===== config.mk =====
export PLATFORM = sky130hd
export DESIGN_NAME = rv32i_mc_ctrl
export DESIGN_NICKNAME = d
export VERILOG_FILES = /design/src/rtl/rv32i_mc_ctrl_pkg.sv /design/src/rtl/rv32i_dec.sv /design/src/rtl/rv32i_mc_ctrl.sv
export SDC_FILE = /design/constraint.sdc
export NUM_CORES = 1
export LEC_CHECK = 0
export ABC_CLOCK_PERIOD_IN_PS = 4900
export CELL_PAD_IN_SITES_DETAIL_PLACEMENT = 0
export CELL_PAD_IN_SITES_GLOBAL_PLACEMENT = 1
export CORE_MARGIN = 2
export CORE_UTILIZATION = 32
export CTS_CLUSTER_SIZE = 30
export DETAILED_ROUTE_END_ITERATION = 6
export PLACE_DENSITY_LB_ADDON = 0.1
export RECOVER_POWER = 25
export SLEW_MARGIN = 10
export SYNTH_ARGS = -nofsm -noshare
export SYNTH_HDL_FRONTEND = slang
export SYNTH_HIERARCHICAL = 1
export SYNTH_SLANG_ARGS = --single-unit
export TNS_END_PERCENT = 10

===== constraint.sdc =====
create_clock -name clk -period 4.9 [get_ports clk]
set_clock_uncertainty 0.05 [all_clocks]
set_input_delay 0.49 -clock clk [delete_from_list [all_inputs] [get_ports clk]]
set_output_delay 0.49 -clock clk [all_outputs]
set_load 0.005 [all_outputs]

===== src/rtl/rv32i_mc_ctrl_pkg.sv =====
// rtl/rv32i_mc_ctrl_pkg.sv - encodings shared by the rv32i multi-cycle controller
package rv32i_mc_ctrl_pkg;

  // ALU operation codes driven on ALUOp
  localparam logic [4:0] aluop_nop  = 5'd0;
  localparam logic [4:0] aluop_lui  = 5'd1;
  localparam logic [4:0] aluop_auipc = 5'd2;
  localparam logic [4:0] aluop_add  = 5'd3;
  localparam logic [4:0] aluop_sub  = 5'd4;
  localparam logic [4:0] aluop_bne  = 5'd5;
  localparam logic [4:0] aluop_blt  = 5'd6;
  localparam logic [4:0] aluop_bge  = 5'd7;
  localparam logic [4:0] aluop_bltu = 5'd8;
  localparam logic [4:0] aluop_bgeu = 5'd9;
  localparam logic [4:0] aluop_slt  = 5'd10;
  localparam logic [4:0] aluop_sltu = 5'd11;
  localparam logic [4:0] aluop_xor  = 5'd12;
  localparam logic [4:0] aluop_or   = 5'd13;
  localparam logic [4:0] aluop_and  = 5'd14;
  localparam logic [4:0] aluop_sll  = 5'd15;
  localparam logic [4:0] aluop_srl  = 5'd16;
  localparam logic [4:0] aluop_sra  = 5'd17;

  // immediate formats driven on EXTOp
  localparam logic [2:0] extop_i = 3'd0;
  localparam logic [2:0] extop_s = 3'd1;
  localparam logic [2:0] extop_b = 3'd2;
  localparam logic [2:0] extop_u = 3'd3;
  localparam logic [2:0] extop_j = 3'd4;

  // write-back source
  localparam logic [1:0] wdsel_alu = 2'd0;
  localparam logic [1:0] wdsel_mem = 2'd1;
  localparam logic [1:0] wdsel_pc4 = 2'd2;

  // next-PC source
  localparam logic [1:0] pcsrc_pc4  = 2'd0;
  localparam logic [1:0] pcsrc_imm  = 2'd1;
  localparam logic [1:0] pcsrc_jalr = 2'd2;

  // RV32I major opcodes
  localparam logic [6:0] opc_op     = 7'b0110011;
  localparam logic [6:0] opc_opimm  = 7'b0010011;
  localparam logic [6:0] opc_load   = 7'b0000011;
  localparam logic [6:0] opc_store  = 7'b0100011;
  localparam logic [6:0] opc_branch = 7'b1100011;
  localparam logic [6:0] opc_jal    = 7'b1101111;
  localparam logic [6:0] opc_jalr   = 7'b1100111;
  localparam logic [6:0] opc_lui    = 7'b0110111;
  localparam logic [6:0] opc_auipc  = 7'b0010111;

  typedef enum logic [2:0] {
    s_fetch, s_decode, s_exec, s_mem, s_wb, s_trap
  } state_t;

  typedef enum logic [3:0] {
    cls_alu, cls_lui, cls_auipc, cls_jal, cls_jalr,
    cls_load, cls_store, cls_branch, cls_ill
  } iclass_t;

  // register/immediate ALU op from funct3; alt selects sub/sra
  function automatic logic [4:0] alu_fn(input logic [2:0] funct3, input logic alt);
    case (funct3)
      3'd0:    alu_fn = alt ? aluop_sub : aluop_add;
      3'd1:    alu_fn = aluop_sll;
      3'd2:    alu_fn = aluop_slt;
      3'd3:    alu_fn = aluop_sltu;
      3'd4:    alu_fn = aluop_xor;
      3'd5:    alu_fn = alt ? aluop_sra : aluop_srl;
      3'd6:    alu_fn = aluop_or;
      default: alu_fn = aluop_and;
    endcase
  endfunction

  // classes that produce a register-file result in WB
  function automatic logic rd_writes(input logic [3:0] cls);
    case (cls)
      cls_alu, cls_lui, cls_auipc, cls_jal, cls_jalr, cls_load: rd_writes = 1'b1;
      default: rd_writes = 1'b0;
    endcase
  endfunction

endpackage


===== src/rtl/rv32i_dec.sv =====
// rtl/rv32i_dec.sv - combinational opcode/funct decoder for the rv32i controller
module rv32i_dec
  import rv32i_mc_ctrl_pkg::*;
(
  input  logic [6:0] opcode,
  input  logic [2:0] funct3,
  input  logic       funct7b5,
  output logic [4:0] aluop,
  output logic       asel,
  output logic       bsel,
  output logic [2:0] extop,
  output logic [3:0] iclass,
  output logic       illegal
);

  // map the instruction to its ALU controls and execution class
  always_comb begin
    aluop   = aluop_nop;
    asel    = 1'b0;
    bsel    = 1'b0;
    extop   = extop_i;
    iclass  = cls_ill;
    illegal = 1'b0;
    case (opcode)
      opc_op: begin
        iclass = cls_alu;
        aluop  = alu_fn(funct3, funct7b5);
      end
      opc_opimm: begin
        // funct7[5] only distinguishes srai from srli; addi never subtracts
        iclass = cls_alu;
        bsel   = 1'b1;
        aluop  = alu_fn(funct3, funct7b5 && (funct3 == 3'd5));
      end
      opc_lui: begin
        iclass = cls_lui;
        aluop  = aluop_lui;
        bsel   = 1'b1;
        extop  = extop_u;
      end
      opc_auipc: begin
        iclass = cls_auipc;
        aluop  = aluop_add;
        asel   = 1'b1;
        bsel   = 1'b1;
        extop  = extop_u;
      end
      opc_jal: begin
        iclass = cls_jal;
        extop  = extop_j;
      end
      opc_jalr: begin
        iclass = cls_jalr;
        aluop  = aluop_add;
        bsel   = 1'b1;
      end
      opc_load: begin
        iclass = cls_load;
        aluop  = aluop_add;
        bsel   = 1'b1;
      end
      opc_store: begin
        iclass = cls_store;
        aluop  = aluop_add;
        bsel   = 1'b1;
        extop  = extop_s;
      end
      opc_branch: begin
        iclass = cls_branch;
        extop  = extop_b;
        aluop  = funct3[2] ? (funct3[1] ? aluop_sltu : aluop_slt) : aluop_sub;
      end
      default: illegal = 1'b1;
    endcase
  end

endmodule


===== src/rtl/rv32i_mc_ctrl.sv =====
// rtl/rv32i_mc_ctrl.sv - multi-cycle RV32I control FSM with instruction register
module rv32i_mc_ctrl
  import rv32i_mc_ctrl_pkg::*;
#(
  parameter logic [31:0] RESET_IR        = 32'h00000013,
  parameter bit          TRAP_ON_ILLEGAL = 1'b1
) (
  input  logic        clk,
  input  logic        rst,
  input  logic [31:0] instr,
  input  logic        instr_valid,
  output logic        instr_ready,
  output logic [31:0] ir,
  input  logic        Zero,
  input  logic        mem_ready,
  output logic [4:0]  ALUOp,
  output logic        ASel,
  output logic        BSel,
  output logic [2:0]  EXTOp,
  output logic        RegWrite,
  output logic [1:0]  WDSel,
  output logic        MemRead,
  output logic        MemWrite,
  output logic        PCWrite,
  output logic [1:0]  PCSrc,
  output logic        illegal
);

  state_t     state, state_nxt;
  logic [4:0] dec_aluop;
  logic       dec_asel, dec_bsel, dec_illegal;
  logic [2:0] dec_extop;
  logic [3:0] dec_class;
  logic       taken;
  logic       rdy, rw, mr, mw, pcw;

  rv32i_dec u_dec (
    .opcode   (ir[6:0]),
    .funct3   (ir[14:12]),
    .funct7b5 (ir[30]),
    .aluop    (dec_aluop),
    .asel     (dec_asel),
    .bsel     (dec_bsel),
    .extop    (dec_extop),
    .iclass   (dec_class),
    .illegal  (dec_illegal)
  );

  // beq/bge/bgeu take on Zero, bne/blt/bltu on !Zero
  assign taken = Zero ^ (ir[12] ^ ir[14]);

  // state, instruction register and sticky illegal flag
  always_ff @(posedge clk) begin
    if (rst) begin
      state   <= s_fetch;
      ir      <= RESET_IR;
      illegal <= 1'b0;
    end else begin
      state <= state_nxt;
      if (state == s_fetch && instr_valid) ir <= instr;
      if (state != s_trap && state_nxt == s_trap) illegal <= 1'b1;
    end
  end

  // next state and datapath controls; Zero and mem_ready reach outputs only
  // where a branch or store must complete in the same cycle
  always_comb begin
    state_nxt = state;
    rdy       = 1'b0;
    ALUOp     = aluop_nop;
    ASel      = 1'b0;
    BSel      = 1'b0;
    EXTOp     = extop_i;
    rw        = 1'b0;
    WDSel     = wdsel_alu;
    mr        = 1'b0;
    mw        = 1'b0;
    pcw       = 1'b0;
    PCSrc     = pcsrc_pc4;
    if (state == s_exec || state == s_mem || state == s_wb) begin
      ALUOp = dec_aluop;
      ASel  = dec_asel;
      BSel  = dec_bsel;
      EXTOp = dec_extop;
    end
    case (state)
      s_fetch: begin
        rdy = 1'b1;
        if (instr_valid) state_nxt = s_decode;
      end
      s_decode: begin
        if (dec_illegal) state_nxt = TRAP_ON_ILLEGAL ? s_trap : s_wb;
        else             state_nxt = s_exec;
      end
      s_exec: begin
        case (dec_class)
          cls_load, cls_store: state_nxt = s_mem;
          cls_branch: begin
            pcw       = 1'b1;
            PCSrc     = taken ? pcsrc_imm : pcsrc_pc4;
            state_nxt = s_fetch;
          end
          default: state_nxt = s_wb;
        endcase
      end
      s_mem: begin
        if (dec_class == cls_store) begin
          mw  = 1'b1;
          pcw = mem_ready;
          if (mem_ready) state_nxt = s_fetch;
        end else begin
          mr = 1'b1;
          if (mem_ready) state_nxt = s_wb;
        end
      end
      s_wb: begin
        rw  = rd_writes(dec_class) && (ir[11:7] != 5'd0);
        pcw = 1'b1;
        case (dec_class)
          cls_load: WDSel = wdsel_mem;
          cls_jal:  begin WDSel = wdsel_pc4; PCSrc = pcsrc_imm;  end
          cls_jalr: begin WDSel = wdsel_pc4; PCSrc = pcsrc_jalr; end
          default:  WDSel = wdsel_alu;
        endcase
        state_nxt = s_fetch;
      end
      s_trap:  state_nxt = s_trap;
      default: state_nxt = s_fetch;
    endcase
  end

  // reset suppresses every strobe in the same cycle so nothing half-completes
  assign instr_ready = rdy & ~rst;
  assign RegWrite    = rw  & ~rst;
  assign MemRead     = mr  & ~rst;
  assign MemWrite    = mw  & ~rst;
  assign PCWrite     = pcw & ~rst;

endmodule


# == Yosys cells after proc, flatten, opt, wreduce, memory -nomap -nowiden ==
# Cells that the tools add are included.
# word_totals
register_bits,36
in_bits,37
out_inout_bits,52
elab_cells,99
# classes
eq_ne,29
mux,41
bitwise_logic,8
n_reduce_logical,18
# op_table
operator,count
one-hot mux 5 bit (7 select lines),2
one-hot mux 4 bit (8 select lines),1
one-hot mux 5 bit (5 select lines),1
two-way mux 3 bit,8
== test 7 x 6 -> 1 bit (second input constant),3
== test 7 bit (second input constant),3
two-way mux 1 bit,19
== test 3 bit (second input constant),6
== test 4 x 3 -> 1 bit (second input constant),4
one-hot mux 3 bit (5 select lines),1
== test 7 x 5 -> 1 bit (second input constant),2
== test 3 x 2 -> 1 bit (second input constant),4
one-hot mux 2 bit (2 select lines),3
one-hot mux 3 bit (4 select lines),1
OR reduction 6 bit,2
two-way mux 5 bit,2
OR reduction 9 bit,1
== test 4 x 2 -> 1 bit (second input constant),2
OR reduction 2 bit,4
== test 7 x 2 -> 1 bit (second input constant),1
== test 3 x 1 -> 1 bit (second input constant),2
zero test 3 bit,2
one-hot mux 3 bit (2 select lines),1
bitwise AND 1 bit,5
11 further kinds,16

# == Depth between registers and ports, before layout ==
# Gate-level depths: netlist of run 1.
# logic_depth
depth_word,10
depth_mapped,10
depth_no_buf,8

# == Cells and area by module ==
# The synthesis of run 1 kept the hierarchy.
# modules_own_cells
mod,instances,cells_each,area_each_um2,seq_area_each_um2
rv32i_mc_ctrl,1,209,1604.0,720.7
rv32i_dec,1,86,541.8,0.0

# == Worst setup path before layout of run 1 ==
# OpenSTA, ideal clock, no wires.
# synth_timing
path_kind,register to output
startpoint,reg ir[1]
endpoint,out PCSrc[0]
t_arrival_ns,1.959
required_ns,4.360
setup_slack_ns,2.401
stages_incl_launch_ff,9
path_buffers,0
cell_sequence,dfxtp_1 -> nand2_1 -> or2_4 -> or3_1 -> nand2_1 -> nor4bb_1 -> nand2_1 -> o22ai_1 -> nor2b_1
# synth_via
elab_chain_cells,6
word_cells_on_any_way,17
classes_between,eq/ne (12); mux (4); reduce/logical (1)
# synth_lines
item,line,text
start: declaration,rv32i_mc_ctrl.sv:13,"output logic [31:0] ir,"
start signal: assignment,rv32i_mc_ctrl.sv:60,if (state == s_fetch && instr_valid) ir <= instr;
== test 7 x 6 -> 1 bit or == test 7 x 5 -> 1 bit (tied branches),rv32i_dec.sv:24,case (opcode)
OR reduction 2 bit (no source line),n/a,
one-hot mux 4 bit (8 select lines) *,rv32i_dec.sv:24,
net dec_class[2],rv32i_mc_ctrl.sv:33,logic [3:0] dec_class;
== test 4 x 3 -> 1 bit (tied with other cells),rv32i_mc_ctrl.sv:119,case (dec_class)
one-hot mux 2 bit (2 select lines) or two-way mux 1 bit (tied branches),"rv32i_mc_ctrl.sv:119, rv32i_mc_ctrl.sv:96",
one-hot mux 2 bit (2 select lines) *,rv32i_mc_ctrl.sv:86,case (state)
end: declaration,rv32i_mc_ctrl.sv:25,"output logic [1:0] PCSrc,"
# Mark *: on every way through the listed nets, which the timed path passes. The rest lies on a longest branch.

# == Worst setup path after layout of run 1 ==
# layout_timing
startpoint,reg ir[5]
endpoint,out PCWrite
# layout_via
elab_chain_cells,7
word_cells_on_any_way,17
classes_between,eq/ne (11); mux (4); bitwise (1); reduce/logical (1)
# layout_lines
item,line,text
== test 7 x 6 -> 1 bit or == test 7 x 5 -> 1 bit (tied branches),rv32i_dec.sv:24,
OR reduction 2 bit (no source line),n/a,
one-hot mux 4 bit (8 select lines) *,rv32i_dec.sv:24,
net dec_class[2],rv32i_mc_ctrl.sv:33,
"== test 4 x 3 -> 1 bit, on equally long branches","rv32i_mc_ctrl.sv:107, rv32i_mc_ctrl.sv:96",
"two-way mux 1 bit, on equally long branches","rv32i_mc_ctrl.sv:107, rv32i_mc_ctrl.sv:96",
one-hot mux 1 bit (3 select lines) *,rv32i_mc_ctrl.sv:86,
bitwise AND 1 bit *,rv32i_mc_ctrl.sv:137,assign PCWrite = pcw & ~rst;
end: declaration,rv32i_mc_ctrl.sv:24,"output logic PCWrite,"
# Marks and branches as above.

==> results of run 1 <==
[routing by layer]
| metal | up-vias | wire (um) | global-route usage [%] |
|---|---|---|---|
| met2 | 71 | 2800 | 27.3 |
| met5 | - | 0 | 0 |
| met3 | 4 | 418 | 4.91 |
| met1 | 1012 | 2920 | 22.3 |
| met4 | 0 | 23 | 3.61 |
| li1 | 1162 | - | - |
[power by group]
| part | leakage [nW] | internal, mW | total [mW] | switching, mW |
|---|---|---|---|---|
| Combinational | 0.827 | 0.192 | 0.370 | 0.178 |
| Clock | 0.0455 | 0.115 | 0.216 | 0.102 |
| Sequential | 0.296 | 0.330 | 0.387 | 0.0569 |
| Total | 1.17 | 0.637 | 0.973 | 0.336 |
[cell usage in the layout, fill, tap and decap left out, drive strengths merged, types with 3 or more instances in the layout]
cell type / count
a21o: 3
a21oi: 40
and2b: 4
and3: 3
clkbuf: 9
clkdlybuf4s50: 71
dfxtp: 36
dlygate4sd3: 17
inv: 3
nand2: 77
nand2b: 3
nand3: 7
nand3b: 6
nand4: 3
nor2: 19
nor2b: 16
nor3: 9
o21ai: 8
[registers in the layout, summed over array words and instances, names as in the netlist]
register and flops:
illegal 1, state 3, ir 32
[area by class of cell]
class                           count  area [um^2]
Timing Repair Buffer               91          900
Sequential cell                    36          721
Fill cell                         656         3330
Inverter                            3         11.3
Multi-Input combinational cell    235         1270
Tap cell                           77         96.3
Clock buffer                        8         90.1
[metrics by stage]
step | instances | area (um^2) | utilization [%]
after detailed placement | 442 | 3000 | 46.8
after floorplan | 295 | 2150 | -
after global routing | 450 | 3090 | 48.1
after global placement | 442 | 3000 | 46.8
final | 450 | 3090 | 48.1
after CTS | 450 | 3090 | 48.2
[cells by family (layout without fill, tap and decap cells)]
kind of cell,after synthesis,in the layout,synth area share [%]
XOR/XNOR,3,3,1.22
AO/OA/AOI/OAI,69,69,19.5
AND/OR/NAND/NOR,163,163,38.5
buffers and inverters,24,102,7.11
flip-flops,36,36,33.6
[final timing paths]
path | cells past startpoint | slack (ps) | to
hold / removal | 2 | 400 | ir[16]
hold reg to reg | 2 | 400 | ir[16]
setup reg to reg | 7 | 2400 | state[0]
setup / recovery | 9 | 1300 | PCWrite
[worst min-delay path, cell delays in order (launching register included)]
cell and delay, ps:
sky130_fd_sc_hd__dfxtp_1 310, sky130_fd_sc_hd__nand2_1 50, sky130_fd_sc_hd__a21oi_1 50
==> results by group, run 1 <==
GRT
  • Largest net degree at the start of global routing: 33
  • Initial antenna violation count: 0
  • Wire length of the first global-routing pass: between 10 and 15 mm
  • Number of global-route vias before repair: 2,073
  • Leftover overflow at the end of global routing: 0
  • Global Route Usage Sum: 16.9%

Setup path
  • Max stage delay on crit path: between 600 and 700 ps
  • Data arrival, critical path: 3060 ps
  • Cell-by-cell trace of the critical path: and2_1 -> a21oi_1 -> or3_1 -> nand2_1 -> and2b_1 -> nand3b_1 -> o22a_1 -> nor2_1 -> clkdlybuf4s50_1
  • CP max stage cell: sky130_fd_sc_hd__dfxtp_1
  • Launch instance of the worst register-to-register path: ir[4]
  • Crit path buffers/inverters: 1
  • Delay-heaviest family, CP: simple AND/OR/NAND/NOR gates
  • Worst-path maximum fanout: 16
  • CP startpoint: ir[5]
  • Worst Setup End Kind: primary output
  • Endpoint required time on the critical path: around 4400 ps
  • Critical path type: flop to primary output
  • Critical Path Start Type: flop

Placement
  • Pre-CTS worst setup slack: 1650 ps
  • Final weighted congestion of routability-driven global placement: ~0.8
  • HPWL after DPL: 4.47 mm
  • Count of buffers inserted at the top-level ports: around 90

Final layout
  • Count of nets after finishing: between 400 and 500
  • Layout overhead on the synthesized area: 44.0%
  • Fraction of final layout cells sized beyond drive strength 1: under 10%
  • Antenna Diode Count: 0

Flow run
  • Number of maximum-capacitance constraint violations: 0

Clock network
  • # hold bufs at CTS: 0
  • Cells resized by post-CTS repair: 0
  • Number of clock buffers inserted by TritonCTS: 5
  • TritonCTS clock tree: yes
  • Setup fix buffers added after clock tree synthesis: 0
  • Clock sinks: 36
  • Max Buffers Root-to-Sink: 2
  • Register clock-pin slew on the reported worst setup and hold paths: roughly 70 ps
  • CTS HTree Levels: 2
  • Clock insertion delay at the later pin of the skew report: between 200 and 300 ps
  • Clock root buffer: sky130_fd_sc_hd__clkbuf_8

STA
  • Crit path time final: ~3600 ps
  • Final-report setup violation count: 0
  • Final Max Tran Viols: 0
  • Highest attainable clock frequency: approximately 280 MHz
  • Worst hold margin: between 400 and 500 ps
  • RSZ-0062 raised after global routing: false
  • Max-slew headroom: around 2.9%
  • Final WS setup: about 1300 ps
  • Final count of hold timing violations: 0
  • Actual slew at the worst max-slew pin: 1460 ps
  • Final clock period utilization by the worst path: roughly three quarters
  • Final setup TNS: 0 ps

Power and ir drop
  • Power per standard cell area: around 310 mW/mm^2
  • Worst VDD drop: 0.161 mV
  • Post-layout power: approximately 970 uW
  • Static leakage: about 1.2 nW

Synthesis
  • Top post-synthesis cells by count: sky130_fd_sc_hd__nand2_1, sky130_fd_sc_hd__a21oi_1, sky130_fd_sc_hd__dfxtp_1
  • Most common cell in the netlist: sky130_fd_sc_hd__nand2_1
  • Unique masters post-synth: 54
  • Post-synth EDFFs: 0
  • Synthesized net count: 332
  • Count of yosys warnings during synthesis: 6
  • Ys async rst share: 0%
  • Cell taking the most area after synthesis: sky130_fd_sc_hd__dfxtp_1
  • Synth Flop Type: sky130_fd_sc_hd__dfxtp_1
  • Post-synthesis cell area: between 0.002 and 0.0025 mm^2
  • Number of instances in the synthesized netlist: just under 300
  • Area share of the largest cell type after synthesis: about a third
  • Post-synthesis sequential area ratio: ~34%
  • #FFs+latches synth: 36
  • Syn avg cell area: slightly above 7 um^2
  • Top post-synthesis cells by area: sky130_fd_sc_hd__dfxtp_1, sky130_fd_sc_hd__nand2_1, sky130_fd_sc_hd__a21oi_1

Hold path
  • Hold Crit Class: flop to flop
  • Critical hold path startpoint: ir[16]

Floorplanning
  • Chip Height: 85.9 um
  • Initial Util: between 30% and 40%
  • I/O pins: between 80 and 90
  • Die area: 0.00738 mm^2
  • Die Wd: roughly 86 um
  • Row Count: 29
  • Placeable core region: roughly 0.0064 mm^2

Outcome
  • Violated checks: design-rule violations
  • Status: complete, but fails checks

Routing
  • Vias per Instance: about 5.0
  • Final ANT Viol Nets: 0
  • First-pass detailed-route iteration total: 6
  • DRC violations left: 6
  • Wire length per cell after detailed routing: 13.7 um
  • Count of routing violations after the opening detailed-route iteration: 88
  • Total number of vias: 2,249
  • Total Wirelength: 6.16 mm
Note: power is estimated with default switching activity, not from simulation.
==> run 2, diff against run 1 <==
--- a/config.mk
+++ b/config.mk
@@ -5,11 +5,11 @@
 export SDC_FILE = /design/constraint.sdc
 export NUM_CORES = 1
 export LEC_CHECK = 0
-export ABC_CLOCK_PERIOD_IN_PS = 4900
+export ABC_CLOCK_PERIOD_IN_PS = 3500
 export CELL_PAD_IN_SITES_DETAIL_PLACEMENT = 0
 export CELL_PAD_IN_SITES_GLOBAL_PLACEMENT = 1
 export CORE_MARGIN = 2
-export CORE_UTILIZATION = 32
+export CORE_UTILIZATION = 30
 export CTS_CLUSTER_SIZE = 30
 export DETAILED_ROUTE_END_ITERATION = 6
 export PLACE_DENSITY_LB_ADDON = 0.1
==> constraint.sdc (replaced) <==
create_clock -name clk -period 3.5 [get_ports clk]
set_clock_uncertainty 0.05 [all_clocks]
set_input_delay 0.35 -clock clk [delete_from_list [all_inputs] [get_ports clk]]
set_output_delay 0.35 -clock clk [all_outputs]
set_load 0.005 [all_outputs]
==> run 2 against run 1 <==
  * The flow now finishes without violations
  * Sequential power is 38% higher
  * Wire length grew 5.1%
  * Global-route usage barely moved
  * Clock-buffer cell count decreased by 2
  * Cell count rose by 4.9%
  * Non-clock buffer count increased by 3
  * Cell area increased by 2.4%
  * First-iteration DRC count up 15%
  * Via count increased by 2.3%
  * Largest cell class unchanged
==> results by group, run 2 (synthesis gave the netlist of run 1 again) <==
Floorplanning
  • I/O pins: slightly below 90
  • Die Wd: between 80 and 90 um
  • Chip Height: roughly 89 um
  • Row Count: 30
  • Die area: 0.00785 mm^2
  • Placeable core region: 0.00687 mm^2
  • Initial Util: 31.2%

Clock network
  • Number of clock buffers inserted by TritonCTS: 5
  • Clock root buffer: sky130_fd_sc_hd__clkbuf_8
  • TritonCTS clock tree: yes
  • CTS HTree Levels: 2
  • Register clock-pin slew on the reported worst setup and hold paths: 70 ps
  • Max Buffers Root-to-Sink: 2
  • Clock insertion delay at the later pin of the skew report: between 200 and 300 ps
  • Clock sinks: 36

STA
  • Final clock period utilization by the worst path: 93.1%
  • RSZ-0062 raised after global routing: false
  • Final count of hold timing violations: 0
  • Worst hold margin: around 400 ps
  • Actual slew at the worst max-slew pin: roughly 1500 ps
  • Crit path time final: around 3300 ps
  • Final Max Tran Viols: 0
  • Highest attainable clock frequency: around 300 MHz
  • Final-report setup violation count: 0
  • Final setup TNS: 0 ps
  • Max-slew headroom: approximately 1.4%

Final layout
  • Commonest non-fill, non-tap cell in the layout: sky130_fd_sc_hd__clkdlybuf4s50_1
  • Filler instances: 728
  • Area of all placed cells without fillers: approximately 0.0032 mm^2
  • Commonest non-fill, non-tap cells in the layout: sky130_fd_sc_hd__clkdlybuf4s50_1, sky130_fd_sc_hd__nand2_1, sky130_fd_sc_hd__a21oi_1, sky130_fd_sc_hd__dfxtp_1, sky130_fd_sc_hd__nor2_1
  • Fraction of final layout cells sized beyond drive strength 1: around 6.6%
  • Number of flip-flops in the largest register: 32
  • Count of nets after finishing: ~400
  • Leading registers by flop count: ir x32, state x3, illegal x1
  • Most flop-heavy register: ir
  • Non-filler cells, final: between 400 and 500
  • Layout overhead on the synthesized area: 47.5%
  • Antenna Diode Count: 0

Routing
  • Vias per Instance: between 4 and 5
  • Count of routing violations after the opening detailed-route iteration: around 100
  • First-pass detailed-route iteration total: 4
  • Wire length per cell after detailed routing: ~14 um
  • Total number of vias: about 2,300
  • Total Wirelength: approximately 6.5 mm
  • Final ANT Viol Nets: 0
  • DRC violations left: 0

Flow run
  • Number of maximum-capacitance constraint violations: 0

Power and ir drop
  • Power per standard cell area: approximately 450 mW/mm^2
  • Worst VDD drop: 0.225 mV
  • Static leakage: approximately 1.2 nW

Setup path
  • Endpoint required time on the critical path: around 3100 ps
  • R2R Path End: ir[2]
  • Reg-to-reg slack, setup: around 1000 ps
  • Launch instance of the worst register-to-register path: state[0]
  • Worst Setup End Kind: primary output
  • Data arrival, critical path: approximately 2900 ps
  • Logic depth of the worst register-to-register path: 5
  • Critical Path Start Type: flop
  • Critical path type: flop to primary output
  • Worst-path maximum fanout: 7

Placement
  • Standard cell area after detailed placement: between 0.003 and 0.004 mm^2
  • HPWL after DPL: 4.71 mm
  • Count of buffers inserted at the top-level ports: 88
  • Instance count after placement with tap cells included: about 460
  • Final weighted congestion of routability-driven global placement: roughly 0.86

Hold path
  • Critical hold path startpoint: ir[28]
  • Hold path depth: 2
  • Hold Crit Class: flop to flop
  • Worst Hold Path EP: ir[28]

GRT
  • Wire length of the first global-routing pass: roughly 10 mm
  • Initial antenna violation count: 0
  • Number of global-route vias before repair: 2,096
  • Largest net degree at the start of global routing: 35
  • Global Route Usage Sum: roughly 17%
  • Leftover overflow at the end of global routing: 0

Outcome
  • Status: finished clean
## run 2: per-stage QoR
step | total power, mW | util, % | setup WS (ps)
3_5_place_dp | 1.09 | 44.4 | 385
3_3_place_gp | 1.09 | 44.4 | 482
4_1_cts | 1.46 | 46.0 | 61.1
6_report | 1.44 | 46.1 | 242
5_1_grt | 1.54 | 46.1 | 14.1
2_1_floorplan | 0.874 | - | 1140
## run 2: worst max-delay path by stage
stage	startpoint	endpoint	slack [ps]	depth (start not counted)
6_report	ir[1]	PCSrc[0]	240	9
5_1_grt	ir[4]	PCWrite	10	8
4_1_cts	ir[0]	PCSrc[0]	60	9
3_5_place_dp	ir[0]	PCSrc[0]	390	9
3_3_place_gp	ir[0]	PCSrc[0]	480	9
2_1_floorplan	ir[1]	PCSrc[0]	1140	8
## run 2: layout make-up
class / instances / area (um^2) / share of cell area, %
Clock buffer: 6 / 72.6 / 2.29
Clock inverter: 2 / 35.0 / 1.11
Inverter: 3 / 11.3 / 0.356
Multi-Input combinational cell: 235 / 1280 / 40.5
Sequential cell: 36 / 721 / 22.8
Tap cell: 96 / 120 / 3.80
Timing Repair Buffer: 94 / 922 / 29.1
## run 2: power by group
part | total, mW | internal (mW) | switching [mW]
Combinational | 0.539 | 0.278 | 0.262
Clock | 0.365 | 0.212 | 0.154
Sequential | 0.535 | 0.462 | 0.0730
## run 2: timing repair
| item | 4_1_cts | 5_1_grt |
|---|---|---|
| gates resized for setup | 0 | 5 |
| endpoints found under the setup margin | 0 | 3 |
| setup buffers | 0 | 0 |
| hold buffers | 0 | 0 |
| endpoints found under the hold margin | 0 | 0 |
## run 2: worst max-delay path: stages, from the launching register on
cell and delay, ps:
sky130_fd_sc_hd__dfxtp_1 410, sky130_fd_sc_hd__nand2_2 150, sky130_fd_sc_hd__or2_4 280, sky130_fd_sc_hd__or3_1 390
sky130_fd_sc_hd__nand2_2 150, sky130_fd_sc_hd__nor4bb_2 340, sky130_fd_sc_hd__nand2_1 100, sky130_fd_sc_hd__o22ai_1 100
sky130_fd_sc_hd__nor2b_1 150, sky130_fd_sc_hd__clkdlybuf4s50_1 500
## run 2: per-layer routing
metal	track usage, %	vias to the layer above	wire [um]
met1	22.9	1067	3110
met4	4.27	0	45
li1	-	1172	-
met3	3.26	5	251
met2	27.6	57	3070
met5	0	-	0
